### config.mk
export PLATFORM = sky130hd
export DESIGN_NAME = ifu_fetch
export DESIGN_NICKNAME = d
export VERILOG_FILES = /design/src/rtl/ifu_fetch.sv
export SDC_FILE = /design/constraint.sdc
export NUM_CORES = 1
export LEC_CHECK = 0
export ABC_AREA = 1
export BUFFER_PORTS_ARGS = -buffer_cell sky130_fd_sc_hd__buf_2
export CAP_MARGIN = 25
export CORE_ASPECT_RATIO = 0.6
export CORE_MARGIN = 1
export CORE_UTILIZATION = 48
export DETAILED_ROUTE_END_ITERATION = 8
export PLACE_DENSITY = 0.85
export SLEW_MARGIN = 5
export SYNTH_ARGS = -nofsm -noshare
export SYNTH_HDL_FRONTEND = slang
export SYNTH_SLANG_ARGS = --single-unit
### constraint.sdc
create_clock -name clk -period 1.75 [get_ports clk]
set_input_delay 0.2625 -clock clk [delete_from_list [all_inputs] [get_ports clk]]
set_output_delay 0.2625 -clock clk [all_outputs]
set_load 0.01 [all_outputs]
### src/rtl/ifu_fetch.sv
// Instruction fetch: owns the PC and issues one read at a time. The instruction reaches decode 2+ cycles after the request phase starts.
// Request address and valid hold until accepted. inst, pc and fetch_err hold until decode accepts. No new fetch starts until dnpc arrives.
module ifu_fetch #(
  parameter logic [31:0] RESET_PC = 32'h8000_0000,
  parameter int unsigned XLEN     = 32
) (
  input  logic            clk,
  input  logic            rst,
  input  logic            dnpc_valid,
  input  logic [XLEN-1:0] dnpc,
  output logic            mem_req_valid,
  input  logic            mem_req_ready,
  output logic [XLEN-1:0] mem_req_addr,
  input  logic            mem_resp_valid,
  input  logic [XLEN-1:0] mem_resp_data,
  input  logic            mem_resp_err,
  output logic            inst_valid,
  input  logic            inst_ready,
  output logic [XLEN-1:0] inst,
  output logic [XLEN-1:0] pc,
  output logic [XLEN-1:0] snpc,
  output logic            fetch_err,
  output logic [XLEN-1:0] fetch_cnt,
  output logic            busy
);

  typedef enum logic [1:0] {S_REQ, S_WAIT, S_HOLD, S_NEXT} state_t;

  localparam logic [XLEN-1:0] INST_BYTES = XLEN'(4);
  localparam logic [XLEN-1:0] ONE        = XLEN'(1);

  state_t          state_q, state_d;
  logic [XLEN-1:0] pc_q, pc_d;
  logic [XLEN-1:0] inst_q, inst_d;
  logic            fetch_err_q, fetch_err_d;
  logic [XLEN-1:0] fetch_cnt_q, fetch_cnt_d;
  logic            misaligned;

  assign misaligned = |pc_q[1:0];

  always_comb begin
    state_d     = state_q;
    pc_d        = pc_q;
    inst_d      = inst_q;
    fetch_err_d = fetch_err_q;
    fetch_cnt_d = fetch_cnt_q;
    case (state_q)
      S_REQ: begin
        // A misaligned PC never reaches memory; it becomes a faulting instruction.
        if (misaligned) begin
          inst_d      = '0;
          fetch_err_d = 1'b1;
          state_d     = S_HOLD;
        end else if (mem_req_ready) begin
          state_d = S_WAIT;
        end
      end
      S_WAIT: begin
        if (mem_resp_valid) begin
          inst_d      = mem_resp_err ? '0 : mem_resp_data;
          fetch_err_d = mem_resp_err;
          state_d     = S_HOLD;
        end
      end
      S_HOLD: begin
        if (inst_ready) begin
          fetch_cnt_d = fetch_cnt_q + ONE;
          if (dnpc_valid) begin
            pc_d    = dnpc;
            state_d = S_REQ;
          end else begin
            state_d = S_NEXT;
          end
        end
      end
      S_NEXT: begin
        // pc stays on the retired instruction so snpc remains valid for link writeback.
        if (dnpc_valid) begin
          pc_d    = dnpc;
          state_d = S_REQ;
        end
      end
      default: state_d = S_REQ;
    endcase
  end

  always_ff @(posedge clk) begin
    if (rst) begin
      state_q     <= S_REQ;
      pc_q        <= RESET_PC;
      inst_q      <= '0;
      fetch_err_q <= 1'b0;
      fetch_cnt_q <= '0;
    end else begin
      state_q     <= state_d;
      pc_q        <= pc_d;
      inst_q      <= inst_d;
      fetch_err_q <= fetch_err_d;
      fetch_cnt_q <= fetch_cnt_d;
    end
  end

  // Handshake outputs are gated by rst so nothing is offered while reset is held.
  assign mem_req_valid = ~rst & (state_q == S_REQ) & ~misaligned;
  assign mem_req_addr  = pc_q;
  assign inst_valid    = ~rst & (state_q == S_HOLD);
  assign busy          = ~rst & ((state_q == S_REQ) | (state_q == S_WAIT));
  assign inst          = inst_q;
  assign pc            = pc_q;
  assign snpc          = pc_q + INST_BYTES;
  assign fetch_err     = fetch_err_q;
  assign fetch_cnt     = fetch_cnt_q;

endmodule
==> out/results.txt, run 1 <==
clock tree from TritonCTS: done
leak pwr: 3.76 nW
dominant cell type by area after synthesis: sky130_fd_sc_hd__dfxtp_1
normalized max-slew margin: 67.9%
Total Die Area: 0.0112 mm2
wire length of the first global-routing pass: 26900 um
buffer levels on the longest clock path: 2
Syn. warnings: 0
HPWL after DPL: 13800 um
status: finished with violations
violated checks: setup timing
Inserted Clock Buffers: 9
library cells used by synthesis: 31
area growth from synthesis to layout: 47.4%
synth cell count leaders: sky130_fd_sc_hd__nand2_1 (208), sky130_fd_sc_hd__nor2_1 (129), sky130_fd_sc_hd__dfxtp_1 (99)
CP Class: flip-flop to primary output
number of antenna violations at the first check in global routing: 1
register bit count reported by yosys: 99
Setup violations, final: 25
total iterations of the first detailed-routing run: 6
Sequential cell area: 0.00204 mm2
launching element type of the critical path: flip-flop
Max Transition Viols Final: 0
leading post-synthesis cells by cell area: sky130_fd_sc_hd__dfxtp_1 (38%), sky130_fd_sc_hd__nand2_1 (15%), sky130_fd_sc_hd__nor2_1 (9.3%)
Avg Inst Size Synth: 6.69 um2
Layout Skew: 0.00737 ns
total track usage: 32.0%
sequential element share of the synthesized area: 38.2%
data required time at the worst endpoint: 1.49 ns
FP Rows: 28
Non-Filler Cell Area, Final: 0.00764 mm2
worst setup slack after placement: -0.00591 ns
post-layout worst setup margin: -0.265 ns
area share of the largest cell type after synthesis: 38.2%
Core Region: 0.0102 mm2
clk sink count: 99
cell area after placement: 0.00661 mm2
final hold violations: 0
chip height: 82.5 um
detail-routed via count per cell: 5.21
netlist area before placement: 0.00518 mm2
number of buffer cells added on primary ports: 234
fraction of synthesis flops using an asynchronous set or reset pin: 0%
fillers: 792
final sum of negative setup slack: -3.66 ns
initial core utilization: 51.0%
power per cell area: 1020 mW/mm2
NumNets Final: 1111
number of instances in the synthesized netlist: 775
biggest fanout along the worst timing path: 4
most common flop cell mapped by yosys: sky130_fd_sc_hd__dfxtp_1
via count of the first global-routing pass: 5043
min cycle time layout: 2.01 ns
CP Data Arrival Time: 1.75 ns
area taken by multi-input logic gates: 0.00303 mm2
number of nets produced by synthesis: 848
DRT Wirelength: 18800 um
DRC viols: 0
Max IR drop VDD: 0.000601 V
utilization after layout: 75.2%
Die Span X: 136 um
count of nets left with antenna violations after detail routing: 0
measured slew at the worst slew-check pin: 0.482 ns
root buffer selected by CTS: sky130_fd_sc_hd__clkbuf_16
pin count of the biggest net entering global routing: 45
library cell with the highest instance count after synthesis: sky130_fd_sc_hd__nand2_1
final cycle utilization of the critical path: 115%
total via count in the routed design: 6141
drt wl/cell: 16.0 um
global placement routability congestion: 0.946
overflow left after global routing: 0
worst min path class: input pin to flip-flop
I/O Pins: 235
fmax: 496 MHz
source-to-sink clock delay at the later pin of the worst-skew pair: 0.35 ns
overall power of the completed layout: 7.81 mW
number of enable-type register cells in the synthesized netlist: 0
maximum level of the CTS H-tree: 3
max-cap violations: 0
crit end category: primary output
clock transition at the register clock pins on the worst setup and hold paths after CTS: 0.07 ns
proportion of layout cells with a drive suffix above 1: 42.9%
unrepaired setup endpoints after global routing: yes
Detailed Route Iter0 Violations: 566
[flip-flops by register name, summed over array words and instances (netlist names)]
register,flops
fetch_err,1
inst,32
mem_req_addr,32
fetch_cnt,32
state_q,2
[layer usage]
layer,global-route usage (%),routed length [um],vias up
met3,10.4,1820,22
li1,-,-,2962
met2,48.1,8430,308
met5,0,0,-
met4,6.11,158,0
met1,44.8,8410,2849
[through the flow]
stage	hold WS [ns]	instances
after floorplan	0.376	775
after global placement	0.450	1145
after detailed placement	0.454	1145
after CTS	0.118	1173
after global routing	0.147	1179
final	0.122	1179
[area by class of cell]
type / count / share of cell area [%]
clock buffers: 10 / 3.13
diodes: 1 / 0.0327
repair buffers: 310 / 24.1
multi-input cells: 555 / 39.7
clock inverters: 6 / 0.950
inverters: 63 / 3.24
flip-flops and latches: 99 / 26.7
well taps: 135 / 2.21
[final timing paths]
kind | from | end | slack (ns) | depth (start not counted)
setup / recovery | mem_req_addr[3] | snpc[20] | -0.26 | 8
hold reg to reg | inst[8] | inst[8] | 0.46 | 2
setup reg to reg | fetch_cnt[8] | fetch_cnt[27] | 0.10 | 8
hold / removal | dnpc[31] | mem_req_addr[31] | 0.12 | 3
[logic make-up after synthesis]
group | Yosys count | share of synthesized area [%]
xor+xnor | 24 | 4.05
buf+inv | 121 | 12.2
compound gates | 113 | 11.0
fa+ha+maj | 2 | 0.483
flops | 99 | 38.2
simple gates | 416 | 34.0
[power breakdown]
| part | internal, mW | switching, mW | leakage [nW] | total, mW |
|---|---|---|---|---|
| sequential | 2.53 | 0.314 | 0.816 | 2.85 |
| combinational | 1.18 | 1.71 | 2.79 | 2.88 |
| clock | 1.17 | 0.912 | 0.155 | 2.08 |
[timing repair]
action                                  in CTS  in global routing
hold buffers                                 0                  0
resized for setup                          115                 53
endpoints found under the setup margin      26                 65
pin swaps                                   32                 31
buffers inserted                            12                  7
[worst max-delay path: stages (launching register included)]
cell and delay [ns]:
sky130_fd_sc_hd__dfxtp_4 0.38, sky130_fd_sc_hd__ha_4 0.15, sky130_fd_sc_hd__nand3_4 0.08, sky130_fd_sc_hd__nor3_4 0.20, sky130_fd_sc_hd__nand2_2 0.13, sky130_fd_sc_hd__nor2_4 0.13, sky130_fd_sc_hd__nand3b_1 0.11, sky130_fd_sc_hd__nand2_1 0.09
sky130_fd_sc_hd__buf_2 0.13
[cells in the final DEF (no fill, tap or decap), types with 4 or more instances in the layout]
cell type and n:
sky130_fd_sc_hd__buf_2 233, sky130_fd_sc_hd__nand2_1 183, sky130_fd_sc_hd__nor2_1 106, sky130_fd_sc_hd__dfxtp_1 75, sky130_fd_sc_hd__a21oi_1 69, sky130_fd_sc_hd__buf_4 61, sky130_fd_sc_hd__inv_1 50, sky130_fd_sc_hd__o21ai_0 40
sky130_fd_sc_hd__nand3_1 28, sky130_fd_sc_hd__nor2_4 19, sky130_fd_sc_hd__xor2_1 16, sky130_fd_sc_hd__nand2_2 15, sky130_fd_sc_hd__dfxtp_2 13, sky130_fd_sc_hd__nand2_4 12, sky130_fd_sc_hd__nand4_1 12, sky130_fd_sc_hd__buf_6 12
sky130_fd_sc_hd__dfxtp_4 11, sky130_fd_sc_hd__nor3_4 10, sky130_fd_sc_hd__inv_2 9, sky130_fd_sc_hd__nor2_2 9, sky130_fd_sc_hd__clkbuf_16 9, sky130_fd_sc_hd__nand3_2 6, sky130_fd_sc_hd__xnor2_1 5, sky130_fd_sc_hd__buf_12 4
Note: power is estimated with default switching activity, not from simulation.
==> run 2, diff against run 1 <==
--- a/config.mk
+++ b/config.mk
@@ -5,12 +5,11 @@
 export SDC_FILE = /design/constraint.sdc
 export NUM_CORES = 1
 export LEC_CHECK = 0
-export ABC_AREA = 1
 export BUFFER_PORTS_ARGS = -buffer_cell sky130_fd_sc_hd__buf_2
 export CAP_MARGIN = 25
 export CORE_ASPECT_RATIO = 0.6
 export CORE_MARGIN = 1
-export CORE_UTILIZATION = 48
+export CORE_UTILIZATION = 46
 export DETAILED_ROUTE_END_ITERATION = 8
 export PLACE_DENSITY = 0.85
 export SLEW_MARGIN = 5
==> run 2 against run 1 <==
  * Maximum frequency is 6.3% lower
  * The run still ends with setup timing left
  * First-iteration DRC count fell by 34%
  * Largest power group is now registers
  * Setup slack got worse by 0.13 ns
  * Sequential share of layout area increased by 0.37 points
  * Combinational power fell by 72%
  * Critical endpoint is now snpc[13]
==> out/results.txt, run 2 <==
CP Class: flip-flop to primary output
I/O Pins: 235 (unchanged)
NumNets Final: 920 (-17%)
startpoint of the lowest-slack hold path: dnpc[29]
root buffer selected by CTS: sky130_fd_sc_hd__clkbuf_16
Die Span X: 132 um (-3.3%)
proportion of power drawn by the clock network: 38.2% (+12 points)
clk sink count: 99 (unchanged)
wire length of the first global-routing pass: 24600 um (-8.4%)
FP Rows: 27 (-3.6%)
measured slew at the worst slew-check pin: 0.499 ns (+0.0175 ns)
Layout Skew: 0.0103 ns (+0.00291 ns)
slowest stage cell on the critical path: sky130_fd_sc_hd__dfxtp_2
start of the worst register-to-register path: fetch_cnt[6]
topmost layer with routed signal wires: met5
overall power of the completed layout: 5.15 mW (-34%)
global placement routability congestion: 0.908 (-4.1%)
total iterations of the first detailed-routing run: 5 (-1)
max-cap violations: 0 (unchanged)
Worst Reg-to-Reg Cells: 6 (-2)
post-layout worst setup margin: -0.399 ns (-0.134 ns)
violated checks: setup timing
Sw Ratio: 28.1% (-9.5 points)
Inserted Clock Buffers: 9 (unchanged)
number of cells on the worst hold path: 3 (unchanged)
library cell with the highest instance count after synthesis: sky130_fd_sc_hd__dfxtp_1
DRT Wirelength: 16800 um (-11%)
proportion of layout cells with a drive suffix above 1: 55.8% (+13 points)
fmax: 465 MHz (-6.3%)
library cells used by synthesis: 37 (+19%)
overflow left after global routing: 0 (unchanged)
fraction of synthesis flops using an asynchronous set or reset pin: 0% (unchanged)
drt wl/cell: 17.1 um (+7.3%)
Power Internal: 3.70 mW (-24%)
Reg power frac: 46.0% (+9.5 points)
chip height: 79.8 um (-3.2%)
length of routed met2 wiring: 8350 um (-1.0%)
Metal-1 WL: 6520 um (-22%)
detail-routed via count per cell: 5.55 (+6.5%)
CP Data Arrival Time: 1.89 ns (+0.14 ns)
area taken by multi-input logic gates: 0.00289 mm2 (-4.8%)
worst min path class: input pin to flip-flop
pin count of the biggest net entering global routing: 38 (-16%)
number of buffer cells added on primary ports: 234 (unchanged)
wire length on met3: 1310 um (-28%)
final cycle utilization of the critical path: 123% (+7.7 points)
number of antenna violations at the first check in global routing: 1 (unchanged)
maximum level of the CTS H-tree: 3 (unchanged)
Avg Inst Size Synth: 8.18 um2 (+22%)
diode insertion count for antenna repair: 0 (-1)
Comb power frac: 15.8% (-21 points)
worst hold margin: 0.154 ns (+0.0321 ns)
Most Frequent Cell on Critical Path: sky130_fd_sc_hd__nand4_1
most frequent standard cell in the layout excluding fill and tap cells: sky130_fd_sc_hd__buf_2
initial core utilization: 48.9% (-2.1 points)
Sequential cell area: 0.00204 mm2 (-0.18%)
Setup violations, final: 48 (+92%)
launching element of the worst setup path: mem_req_addr[2]
final sum of negative setup slack: -12.30 ns (-8.65 ns)
source-to-sink clock delay at the later pin of the worst-skew pair: 0.34 ns (about the same)
synth cell count leaders: sky130_fd_sc_hd__dfxtp_1 (99), sky130_fd_sc_hd__nand2_1 (86), sky130_fd_sc_hd__nor2_1 (57)
worst setup slack after placement: -0.332 ns (-0.326 ns)
Core Region: 0.00949 mm2 (-6.6%)
leak pwr: 3.55 nW (-5.7%)
Cell Chain, Critical Path: buf_6, nand4_1, buf_4, nor2_4, nand4_1, xnor2_1, buf_2
via count of the first global-routing pass: 5060 (+0.34%)
utilization after layout: 79.3% (+4.0 points)
Max IR drop VDD: 0.000634 V (+5.5%)
fillers: 594 (-25%)
FF-to-FF setup slack: -0.33 ns (-0.43 ns)
Non-Filler Cell Area, Final: 0.00752 mm2 (-1.5%)
area share of the largest cell type after synthesis: 42.7% (+4.4 points)
total via count in the routed design: 5448 (-11%)
crit end category: primary output
status: finished with violations
leading post-synthesis cells by cell area: sky130_fd_sc_hd__dfxtp_1 (43%), sky130_fd_sc_hd__nand2_1 (6.9%), sky130_fd_sc_hd__a21oi_1 (5.5%)
biggest fanout along the worst timing path: 5 (+1)
power per cell area: 685 mW/mm2 (-33%)
min cycle time layout: 2.15 ns (+0.134 ns)
Max Transition Viols Final: 0 (unchanged)
DRC viols: 0 (unchanged)
netlist area before placement: 0.00465 mm2 (-10%)
unrepaired setup endpoints after global routing: yes
Reg2Reg Capture Point: fetch_cnt[28]
buffer levels on the longest clock path: 2 (unchanged)
launching element type of the critical path: flip-flop
maximum single-stage delay on the critical path: 0.36 ns (-0.02 ns)
data required time at the worst endpoint: 1.49 ns (about the same)
terminating pin of the worst hold path: mem_req_addr[29]
HPWL after DPL: 10700 um (-22%)
dominant cell type by area after synthesis: sky130_fd_sc_hd__dfxtp_1
cell area after placement: 0.00629 mm2 (-4.8%)
clock tree from TritonCTS: done
normalized max-slew margin: 66.7% (-1.2 points)
area growth from synthesis to layout: 61.9%
number of nets produced by synthesis: 641 (-24%)
count of nets left with antenna violations after detail routing: 0 (unchanged)
total track usage: 29.3% (-2.7 points)
clock transition at the register clock pins on the worst setup and hold paths after CTS: 0.07 ns (about the same)
Detailed Route Iter0 Violations: 374 (-34%)
Total Die Area: 0.0105 mm2 (-6.4%)
Syn. warnings: 0 (unchanged)
final hold violations: 0 (unchanged)
non-filler instance count after layout: 982 (-17%)
reported net switching power: 1.45 mW (-51%)
register bit count reported by yosys: 99 (unchanged)
most frequent cells in the layout: sky130_fd_sc_hd__buf_2 (233), sky130_fd_sc_hd__nand2_1 (83), sky130_fd_sc_hd__buf_4 (79)
number of enable-type register cells in the synthesized netlist: 0 (unchanged)
sequential element share of the synthesized area: 42.7% (+4.4 points)
placed insts: 933 (-19%)
most common flop cell mapped by yosys: sky130_fd_sc_hd__dfxtp_1
number of instances in the synthesized netlist: 568 (-27%)
run 2: cell count changes after synthesis, sizes merged, moves of 10 or more:
cell / delta
clkbuf: +20
nor2: -77
o31ai: +10
inv: -54
o21ai: -33
nand3: -15
xnor2: +21
a21oi: -18
or4: +14
nand2: -125
a22oi: +33
run 2: routing by layer:
layer / vias to the layer above / global-route usage [%]
met4: 2 / 14.1
li1: 2508 / -
met2: 306 / 51.2
met1: 2557 / 34.3
met3: 75 / 7.11
met5: - / 0
run 2: how the worst max path moves through the flow:
stage / end / slack, ns / cells after the start
final: snpc[13] / -0.40 / 7
after global routing: snpc[31] / -0.50 / 7
after CTS: snpc[28] / -0.36 / 6
after detailed placement: fetch_cnt[24] / -0.33 / 4
after global placement: fetch_cnt[26] / -0.18 / 4
after floorplan: fetch_cnt[25] / -0.21 / 6
run 2: cells by family (layout without fill, tap and decap cells):
family	after synthesis	after routing	share of synthesized area, %
buf+inv	78	362	9.48
fa+ha+maj	2	2	0.539
mux	6	6	1.45
compound gates	104	104	13.7
flops	99	99	42.7
xor+xnor	36	36	6.79
simple gates	243	243	25.4
run 2: final cells by class:
class / instances / area share, %
Timing Repair Buffer: 337 / 28.1
Inverter: 9 / 0.449
Clock buffer: 10 / 3.04
Sequential cell: 99 / 27.1
Clock inverter: 6 / 0.865
Tap cell: 130 / 2.16
Multi-Input combinational cell: 391 / 38.4
run 2: power by group through the flow:
stage	sequential, mW	clock, mW	combinational, mW
final	2.37	1.97	0.814
after global routing	2.38	2.10	0.883
after CTS	2.37	1.99	0.767
after detailed placement	2.41	0	0.752
after global placement	2.41	0	0.735
after floorplan	2.45	0	0.367
run 2: critical path: cells and delay by family, from the launching register on:
family	cells	cell delay, ns
XOR/XNOR	1	0.16
buffers and inverters	3	0.51
flip-flops	1	0.36
AND/OR/NAND/NOR	3	0.52
run 2: timing repair:
item                                    in CTS  in global routing
cloned                                       2                  0
hold buffers                                 0                  0
endpoints found under the setup margin      50                 52
setup buffers                               18                 17
resized for setup                           81                 75
pin swaps                                   38                 43
hold endpoints to repair                     0                  0
==> run 3, diff against run 2 <==
--- a/config.mk
+++ b/config.mk
@@ -12,6 +12,7 @@
 export CORE_UTILIZATION = 46
 export DETAILED_ROUTE_END_ITERATION = 8
 export PLACE_DENSITY = 0.85
+export RECOVER_POWER = 25
 export SLEW_MARGIN = 5
 export SYNTH_ARGS = -nofsm -noshare
 export SYNTH_HDL_FRONTEND = slang
==> run 3 against run 2 <==
  * The flow still finishes with violations (setup timing)
  * Die area is the same
  * Highest routed layer unchanged
  * First-iteration DRC count fell by 9.9%
  * Critical endpoint is now snpc[21]
  * Sequential share of layout area is 0.25 points higher
  * Sequential cell count is the same
  * Final area fell by 1.1%
  * Critical path type unchanged
==> out/results.txt, run 3 (synthesized netlist as in run 2, its figures left out) <==
status: finished with violations
violated checks: setup timing
final cycle utilization of the critical path: 123% (-0.22 points)
Reg power frac: 46.2% (+0.2 points)
total track usage: 29.3% (unchanged)
cell area after placement: 0.00629 mm2 (unchanged)
Core Region: 0.00949 mm2 (unchanged)
cts-stage hold buffer count: 0 (unchanged)
most frequent standard cell in the layout excluding fill and tap cells: sky130_fd_sc_hd__buf_2
Max IR drop VDD: 0.000631 V (-0.42%)
initial core utilization: 48.9% (unchanged)
proportion of layout cells with a drive suffix above 1: 49.6% (-6.1 points)
power per cell area: 689 mW/mm2 (+0.68%)
DRT Wirelength: 16800 um (-0.11%)
FF-to-FF setup slack: -0.38 ns (-0.05 ns)
CP Data Arrival Time: 1.88 ns (about the same)
launching element type of the critical path: flip-flop
normalized max-slew margin: 66.7% (about the same)
via count of the first global-routing pass: 5060 (unchanged)
Max Transition Viols Final: 0 (unchanged)
Setup violations, final: 49 (+2.1%)
source-to-sink clock delay at the later pin of the worst-skew pair: 0.34 ns (about the same)
maximum single-stage delay on the critical path: 0.36 ns (about the same)
total iterations of the first detailed-routing run: 5 (unchanged)
area growth from synthesis to layout: 60.1%
FP Rows: 27 (unchanged)
biggest fanout along the worst timing path: 7 (+2)
NumNets Final: 920 (unchanged)
Layout Skew: 0.00934 ns (-0.000942 ns)
Total Die Area: 0.0105 mm2 (unchanged)
diode insertion count for antenna repair: 0 (unchanged)
crit end category: primary output
wire length of the first global-routing pass: 24600 um (unchanged)
Cell Chain, Critical Path: buf_6, nand4_1, nor3_4, buf_6, nand4_1, xnor2_1, buf_2
data required time at the worst endpoint: 1.49 ns (about the same)
number of antenna violations at the first check in global routing: 1 (unchanged)
leak pwr: 3.35 nW (-5.8%)
clock transition at the register clock pins on the worst setup and hold paths after CTS: 0.07 ns (about the same)
most frequent cells in the layout: sky130_fd_sc_hd__buf_2 (189), sky130_fd_sc_hd__nand2_1 (83), sky130_fd_sc_hd__buf_4 (76)
global placement routability congestion: 0.908 (unchanged)
Sw Ratio: 28.2% (+0.087 points)
proportion of power drawn by the clock network: 38.4% (+0.2 points)
Die Span X: 132 um (unchanged)
start of the worst register-to-register path: fetch_cnt[13]
slowest stage cell on the critical path: sky130_fd_sc_hd__dfxtp_2
root buffer selected by CTS: sky130_fd_sc_hd__clkbuf_16
reported net switching power: 1.45 mW (-0.17%)
drt wl/cell: 17.1 um (-0.11%)
maximum level of the CTS H-tree: 3 (unchanged)
fmax: 466 MHz (+0.18%)
I/O Pins: 235 (unchanged)
buffer levels on the longest clock path: 2 (unchanged)
max-cap violations: 0 (unchanged)
non-filler instance count after layout: 982 (unchanged)
final sum of negative setup slack: -12.95 ns (-0.644 ns)
chip height: 79.8 um (unchanged)
Inserted Clock Buffers: 9 (unchanged)
launching element of the worst setup path: mem_req_addr[2]
startpoint of the lowest-slack hold path: dnpc[29]
unrepaired setup endpoints after global routing: yes
Comb power frac: 15.4% (-0.4 points)
detail-routed via count per cell: 5.55 (about the same)
CP Class: flip-flop to primary output
placed insts: 933 (unchanged)
worst min path class: input pin to flip-flop
number of buffer cells added on primary ports: 234 (unchanged)
count of nets left with antenna violations after detail routing: 0 (unchanged)
Power Internal: 3.68 mW (-0.59%)
overflow left after global routing: 0 (unchanged)
Non-Filler Cell Area, Final: 0.00744 mm2 (-1.1%)
top cell family by delay on the critical path: simple AND/OR/NAND/NOR gates
clock tree from TritonCTS: done
measured slew at the worst slew-check pin: 0.500 ns (+0.000618 ns)
Detailed Route Iter0 Violations: 337 (-9.9%)
pin count of the biggest net entering global routing: 38 (unchanged)
buffers plus inverters on the worst setup path: 3 (unchanged)
HPWL after DPL: 10700 um (unchanged)
DRC viols: 0 (unchanged)
clk sink count: 99 (unchanged)
post-layout worst setup margin: -0.395 ns (+0.00394 ns)
min cycle time layout: 2.15 ns (-0.00394 ns)
final hold violations: 0 (unchanged)
total via count in the routed design: 5453 (+0.092%)
[run 3: changes by cell type in the layout (fill, tap and decap cells not counted), sizes merged]
cell | previous run | this run
buf | 337 | 290
clkbuf | 10 | 57
[run 3: power groups by stage]
stage	logic, mW	clock network, mW	registers [mW]
2_1_floorplan	0.367	0	2.45
3_5_place_dp	0.752	0	2.41
6_report	0.790	1.97	2.37
3_3_place_gp	0.735	0	2.41
4_1_cts	0.767	1.99	2.37
5_1_grt	0.857	2.10	2.38
[run 3: area by class of cell]
class / count / area, um2
multi-input combinational: 391 / 2870
clock inverter: 6 / 65.1
fill: 634 / 2060
clock buffer: 10 / 229
timing repair buffer: 337 / 2050
sequential: 99 / 2030
inverter: 9 / 33.8
tap: 130 / 163
[run 3: worst paths after layout]
kind / to / cells after the start
worst max-delay path: snpc[21] / 7
worst min-delay path: mem_req_addr[29] / 3
worst max register to register: fetch_cnt[28] / 5
worst min register to register: fetch_err / 2
[run 3: worst reg2reg max path, cell delays in order (launching register included)]
cell                      delay, ns
sky130_fd_sc_hd__dfxtp_1       0.45
sky130_fd_sc_hd__nand4_1       0.19
sky130_fd_sc_hd__or4_4         0.65
sky130_fd_sc_hd__buf_6         0.17
sky130_fd_sc_hd__or4_4         0.47
sky130_fd_sc_hd__a21oi_2       0.14
[run 3: repair_timing]
| item | in CTS | in global routing |
|---|---|---|
| gates cloned | 2 | 0 |
| resized for setup | 81 | 75 |
| setup endpoints to repair | 50 | 52 |
| endpoints found under the hold margin | 0 | 0 |
| pin swaps | 38 | 43 |
| setup buffers | 18 | 17 |
[run 3: stage by stage]
step                      power [mW]  hold WS, ns  setup slack (ns)  utilization, %
after floorplan                 2.82        0.387            -0.207               -
after global placement          3.14        0.441            -0.176            66.2
after detailed placement        3.17        0.445            -0.332            66.2
after CTS                       5.13        0.141            -0.357            74.6
after global routing            5.33        0.151            -0.505            78.3
final                           5.13        0.156            -0.395            78.3
[run 3: routing by layer]
layer	up-vias	track usage [%]	part of all wire, %
li1	2513	-	-
met1	2533	34.3	38
met2	334	51.2	50
met3	71	7.11	8.3
met4	2	14.1	3.5
met5	-	0	0.10
